--- config.mk ---
export PLATFORM = sky130hd
export DESIGN_NAME = hazard_ctrl_unit
export DESIGN_NICKNAME = d
export VERILOG_FILES = /design/src/rtl/cpu_types_pkg.sv /design/src/rtl/hazard_perf_counters.sv /design/src/rtl/hazard_ctrl_unit.sv
export SDC_FILE = /design/constraint.sdc
export NUM_CORES = 1
export LEC_CHECK = 0
export CELL_PAD_IN_SITES_DETAIL_PLACEMENT = 0
export CELL_PAD_IN_SITES_GLOBAL_PLACEMENT = 1
export CORE_MARGIN = 2
export CORE_UTILIZATION = 20
export DETAILED_ROUTE_END_ITERATION = 8
export HOLD_SLACK_MARGIN = 0.15
export PLACE_DENSITY_LB_ADDON = 0.1
export SETUP_SLACK_MARGIN = 0.3
export SYNTH_ARGS = -nofsm -noshare
export SYNTH_HDL_FRONTEND = slang
export SYNTH_HIERARCHICAL = 1
export SYNTH_SLANG_ARGS = --single-unit
--- constraint.sdc ---
create_clock -name CLK -period 2.55 [get_ports CLK]
set_input_delay 0.765 -clock CLK [delete_from_list [all_inputs] [get_ports CLK]]
set_output_delay 0.765 -clock CLK [all_outputs]
set_load 0.03 [all_outputs]
--- src/rtl/cpu_types_pkg.sv ---
// Shared core types: register index and hazard controller FSM encoding.
package cpu_types_pkg;

   localparam int HAZ_STATE_W = 3;

   typedef logic [4:0] regbits_t;

   typedef enum logic [HAZ_STATE_W-1:0] {
      RUN      = 3'd0,
      LU_STALL = 3'd1,
      DWAIT    = 3'd2,
      HALTED   = 3'd3
   } hazard_state_t;

endpackage

--- src/rtl/hazard_perf_counters.sv ---
// Saturating 32-bit event counters for the hazard controller; frozen while halted.
module hazard_perf_counters (
   input  logic        CLK,
   input  logic        RST,
   input  logic        freeze,
   input  logic        lu_win,
   input  logic        dwait_win,
   input  logic        redirect_win,
   output logic [31:0] lu_stall_cnt,
   output logic [31:0] dwait_cnt,
   output logic [31:0] redirect_cnt
);

   logic [31:0] lu_cnt_q, lu_cnt_d;
   logic [31:0] dw_cnt_q, dw_cnt_d;
   logic [31:0] rd_cnt_q, rd_cnt_d;

   always_comb begin
      lu_cnt_d = lu_cnt_q;
      dw_cnt_d = dw_cnt_q;
      rd_cnt_d = rd_cnt_q;
      if (!freeze) begin
         if (lu_win && lu_cnt_q != '1) lu_cnt_d = lu_cnt_q + 32'd1;
         if (dwait_win && dw_cnt_q != '1) dw_cnt_d = dw_cnt_q + 32'd1;
         if (redirect_win && rd_cnt_q != '1) rd_cnt_d = rd_cnt_q + 32'd1;
      end
   end

   always_ff @(posedge CLK) begin
      if (RST) begin
         lu_cnt_q <= '0;
         dw_cnt_q <= '0;
         rd_cnt_q <= '0;
      end else begin
         lu_cnt_q <= lu_cnt_d;
         dw_cnt_q <= dw_cnt_d;
         rd_cnt_q <= rd_cnt_d;
      end
   end

   assign lu_stall_cnt = lu_cnt_q;
   assign dwait_cnt    = dw_cnt_q;
   assign redirect_cnt = rd_cnt_q;

endmodule

--- src/rtl/hazard_ctrl_unit.sv ---
// Pipeline stall/flush sequencer for the 5-stage core (load-use, dmem wait, ifetch miss, redirect, halt).
// Define HAZARD_PERF_CNT_EN to add saturating lu_stall/dwait/redirect cycle counters.
module hazard_ctrl_unit
   import cpu_types_pkg::*;
#(
   parameter int LOADUSE_BUBBLES = 1,
   parameter int BUB_CNT_W       = 3
) (
   input  logic        CLK,
   input  logic        RST,
   input  logic [4:0]  rs1_ID,
   input  logic [4:0]  rs2_ID,
   input  logic [4:0]  wsel_EX,
   input  logic        MemRead_EX,
   input  logic        RegWr_EX,
   input  logic        dREN_MEM,
   input  logic        dWEN_MEM,
   input  logic        dhit,
   input  logic        ihit,
   input  logic        redirect_EX,
   input  logic        halt_WB,
   output logic        pc_en,
   output logic        en_IF_ID,
   output logic        en_ID_EX,
   output logic        en_EX_MEM,
   output logic        en_MEM_WB,
   output logic        flush_IF_ID,
   output logic        flush_ID_EX,
   output logic        halt,
   output logic [2:0]  state_o
`ifdef HAZARD_PERF_CNT_EN
   ,
   output logic [31:0] lu_stall_cnt,
   output logic [31:0] dwait_cnt,
   output logic [31:0] redirect_cnt
`endif
);

   hazard_state_t        state_q, state_d;
   logic [BUB_CNT_W-1:0] cnt_q, cnt_d;
   logic                 dwait, lu_hit;

   always_comb begin
      dwait  = (dREN_MEM | dWEN_MEM) & ~dhit;
      lu_hit = MemRead_EX & RegWr_EX & (wsel_EX != 5'd0) &
               ((wsel_EX == rs1_ID) | (wsel_EX == rs2_ID));
   end

   // On the dhit release cycle with no pending bubbles, held EX/ID hazards are evaluated as in RUN.
   always_comb begin
      state_d     = state_q;
      cnt_d       = cnt_q;
      pc_en       = 1'b1;
      en_IF_ID    = 1'b1;
      en_ID_EX    = 1'b1;
      en_EX_MEM   = 1'b1;
      en_MEM_WB   = 1'b1;
      flush_IF_ID = 1'b0;
      flush_ID_EX = 1'b0;
      if (state_q == HALTED) begin
         pc_en     = 1'b0;
         en_IF_ID  = 1'b0;
         en_ID_EX  = 1'b0;
         en_EX_MEM = 1'b0;
         en_MEM_WB = 1'b0;
      end else begin
         if (dwait) begin
            pc_en     = 1'b0;
            en_IF_ID  = 1'b0;
            en_ID_EX  = 1'b0;
            en_EX_MEM = 1'b0;
            en_MEM_WB = 1'b0;
            state_d   = DWAIT;
         end else if (redirect_EX) begin
            flush_IF_ID = 1'b1;
            flush_ID_EX = 1'b1;
            state_d     = RUN;
            cnt_d       = '0;
         end else if (state_q == LU_STALL) begin
            pc_en       = 1'b0;
            en_IF_ID    = 1'b0;
            flush_ID_EX = 1'b1;
            cnt_d       = cnt_q - BUB_CNT_W'(1);
            state_d     = (cnt_q == BUB_CNT_W'(1)) ? RUN : LU_STALL;
         end else if (state_q == DWAIT && cnt_q != '0) begin
            state_d = LU_STALL;
         end else if (lu_hit) begin
            pc_en       = 1'b0;
            en_IF_ID    = 1'b0;
            flush_ID_EX = 1'b1;
            if (LOADUSE_BUBBLES > 1) begin
               state_d = LU_STALL;
               cnt_d   = BUB_CNT_W'(LOADUSE_BUBBLES - 1);
            end else begin
               state_d = RUN;
            end
         end else if (!ihit) begin
            pc_en       = 1'b0;
            flush_IF_ID = 1'b1;
            state_d     = RUN;
         end else begin
            state_d = RUN;
         end
         if (halt_WB) state_d = HALTED;
      end
      if (RST) begin
         pc_en       = 1'b1;
         en_IF_ID    = 1'b1;
         en_ID_EX    = 1'b1;
         en_EX_MEM   = 1'b1;
         en_MEM_WB   = 1'b1;
         flush_IF_ID = 1'b0;
         flush_ID_EX = 1'b0;
      end
   end

   always_ff @(posedge CLK) begin
      if (RST) begin
         state_q <= RUN;
         cnt_q   <= '0;
      end else begin
         state_q <= state_d;
         cnt_q   <= cnt_d;
      end
   end

   assign halt    = (state_q == HALTED);
   assign state_o = state_q;

`ifdef HAZARD_PERF_CNT_EN
   logic lu_win, dwait_win, redirect_win;

   // Only the load-use bubble asserts flush_ID_EX alone; only redirect asserts both flushes.
   always_comb begin
      lu_win       = flush_ID_EX & ~flush_IF_ID;
      redirect_win = flush_ID_EX & flush_IF_ID;
      dwait_win    = dwait & ~RST & (state_q != HALTED);
   end

   hazard_perf_counters u_perf (
      .CLK          (CLK),
      .RST          (RST),
      .freeze       (state_q == HALTED),
      .lu_win       (lu_win),
      .dwait_win    (dwait_win),
      .redirect_win (redirect_win),
      .lu_stall_cnt (lu_stall_cnt),
      .dwait_cnt    (dwait_cnt),
      .redirect_cnt (redirect_cnt)
   );
`endif

endmodule

==> impl_metrics.yaml <==
placed_design:
  preCtsSetupSlack_ps: -707
  gp_congestion: 0.747
  dp_hpwl_mm: 1.32
  dp_cells: 145
  io_buffers: 34
routing:
  drc: 0
  vias: 670
  postRouteAntennaNets: 0
  detail_route.iter0.violations: 6
  vias_per_cell: 4.29
  totalWireLength_mm: 1.68
  first_pass_iters: 4
  wl_per_cell_um: 10.8
finish:
  drive_gt1_share_pct: 40.5
  layout-area-overhead-vs-synth_pct: 119
  nNetsFinal: 155
  stdcell_count: 156
  diodes: 0
  fillers: 267
global_route:
  grt_max_degree: 9
  grt_pass1_wl_mm: 2.65
  grt_overflow: 0
  antenna_found_initial: 0
  grt_usage_pct: 12.0
  grt_pass1_vias: 641
synth:
  synth.area.top_cells: "dfxtp_1 19%, xor2_1 17%, nor2_1 8.7%"
  synth-edff-count: 0
  avgSynthCellArea_um2: 6.94
  syn_inst: 75
  synth_top_area_share_pct: 19.2
  ys_ff_latch: 5
  yosys.area.top_type: "dfxtp_1"
  syn_area_um2: 520
  synthFlopType: "dfxtp_1"
  synth_common_cells: "12 x nor2_1, 10 x xor2_1, 7 x a21oi_1, 7 x inv_1, 5 x dfxtp_1"
  ys_warn_count: 6
  yosysMostFrequentCell: "nor2_1"
  syn_nets: 103
  synth.distinct_cells: 23
  async_flop_share_pct: 0
  seq_area_frac_synth_pct: 19.2
die:
  die_x_um: 55.0
  ioPinCount: 36
  rows: 18
  core_region_area_um2: 2480
  die-area_um2: 3030
  initial_core_util_pct: 21.0
  fp.dieH_um: 55.0
clock_network:
  numCtsBuffers: 3
  htreeDepth: 1
  ctsLongestPathBuffers: 2
  clock_sinks: 5
  insertion_delay_ps: 250
  cts.clk_slew.worst_paths_ps: 50
  cts_tree: "built"
  cts-root-buf: "clkbuf_4"
outcome:
  outcome: "finished with violations"
  violations: "negative setup slack"
timing:
  timing.final.crit_share_pct: 114
  finalSetupViolCount: 4
  clock_skew_ps: 7.40
  fmax_ghz: 0.345
  fin_ws_ps: -347
  min_period_ps: 2900
  finalHoldViolations: 0
  slew_violations: 0
  rsz0062_at_grt: "yes"
worst_setup_path:
  crit_family: "compound AO/OA/AOI/OAI gates"
  cp_data_arrival_time_ps: 2130
  crit_path_end_kind: "output pin"
  path_class: "input port to output pin"
  path_buf_inv: 2
  reg2regPathDepth: 5
  rr_endpoint: "state_o[0]"
  critPathRequiredTime_ps: 1790
  cpMaxStageDelayCell: "or4_4"
  r2r_setup_slack_ps: 1110
  worstPathCellList: "buf_6 -> or4_4 -> o211ai_1 -> o211ai_1 -> a21oi_2 -> buf_6"
  max_stage_delay_ps: 510
  cp-start-kind: "input port"
  r2r_start: "cnt_q[0]"
  crit_fanout: 3
power:
  finalPower_mw: 0.371
  vdd_drop_max_mv: 0.245
  leakage_nw: 0.574
  powerDensity_nw_per_um2: 326
run:
  maxCapViolCount: 0
worst_hold_path:
  hold_start: "cnt_q[2]"
  hold_path_class: "register to register"
  whs_path_depth: 2
  min_to: "cnt_q[2]"
worst max path at each step:
stage | startpoint | end | slack [ps] | cells past startpoint
2_1_floorplan | dWEN_MEM | flush_ID_EX | -200 | 4
3_3_place_gp | wsel_EX[3] | flush_IF_ID | -690 | 8
3_5_place_dp | wsel_EX[2] | flush_IF_ID | -710 | 8
4_1_cts | wsel_EX[3] | pc_en | -390 | 6
5_1_grt | wsel_EX[2] | pc_en | -440 | 6
6_report | wsel_EX[2] | pc_en | -350 | 6
registers in the layout, summed over array words and instances, names as in the netlist:
register  flops
cnt_q         3
state_o       2
kinds of logic after synthesis:
logic type	share of synthesized area, %
simple gates	22.8
xor+xnor	16.8
buf+inv	10.3
other cells	0.720
flops	19.2
compound gates	22.8
fa+ha+maj	7.21
metrics by stage:
| step | cell area, um^2 | utilization [%] | hold slack [ps] | TNS, ps |
|---|---|---|---|---|
| final | 1140 | 46.0 | 472 | -1240 |
| after global routing | 1140 | 46.0 | 494 | -1520 |
| after CTS | 1060 | 42.9 | 473 | -1460 |
| after detailed placement | 953 | 38.5 | 468 | -3250 |
| after global placement | 953 | 38.5 | 462 | -3260 |
| after floorplan | 549 | - | 449 | -738 |
repair_timing:
action,CTS,global route
hold buffers,0,0
pin swaps,16,20
buffers inserted,4,3
endpoints found under the setup margin,7,8
resized for setup,52,16
report_power, final:
group          total (mW)  switching, mW  internal [mW]  leakage, nW
clock              0.0935         0.0343         0.0593       0.0150
sequential         0.0854        0.00252         0.0829       0.0411
combinational       0.192         0.0919          0.100        0.518
total               0.371          0.129          0.243        0.574
cell type report:
cell class,count,area (um^2),share of cell area (%)
tap,30,37.5,3.30
multi-input combinational,59,444,39.0
clock buffer,4,26.3,2.31
sequential,5,100,8.79
inverter,7,26.3,2.31
timing repair buffer,51,504,44.3
routing by layer:
| layer | vias to the layer above | wire, um | global-route usage, % |
|---|---|---|---|
| met1 | 295 | 716 | 13.9 |
| met5 | - | 0 | 0 |
| li1 | 353 | - | - |
| met4 | 0 | 0 | 1.22 |
| met2 | 22 | 856 | 22.6 |
| met3 | 0 | 109 | 3.23 |
placed cells by master (no fill, tap or decap), types with 2 or more instances in the layout:
master and n:
buf_6 15, buf_4 14, nor2_1 10, dlymetal6s2s_1 10, xor2_1 9, inv_1 6, a21oi_1 5, dfxtp_1 5
clkdlybuf4s50_1 5, nand2_1 4, o21ai_0 4, dlygate4sd2_1 4, ha_1 3, clkbuf_4 3, nor3_2 2, or4_4 2
o211ai_1 2, o21ai_2 2, nor2_4 2, a21oi_2 2, buf_2 2
worst reg2reg max path: stages (launching register included):
cell and delay (ps):
dfxtp_1 340, inv_1 80, ha_1 200, a211oi_1 450
o21ai_0 170, a21oi_1 130
Note: power is estimated with default switching activity, not from simulation.
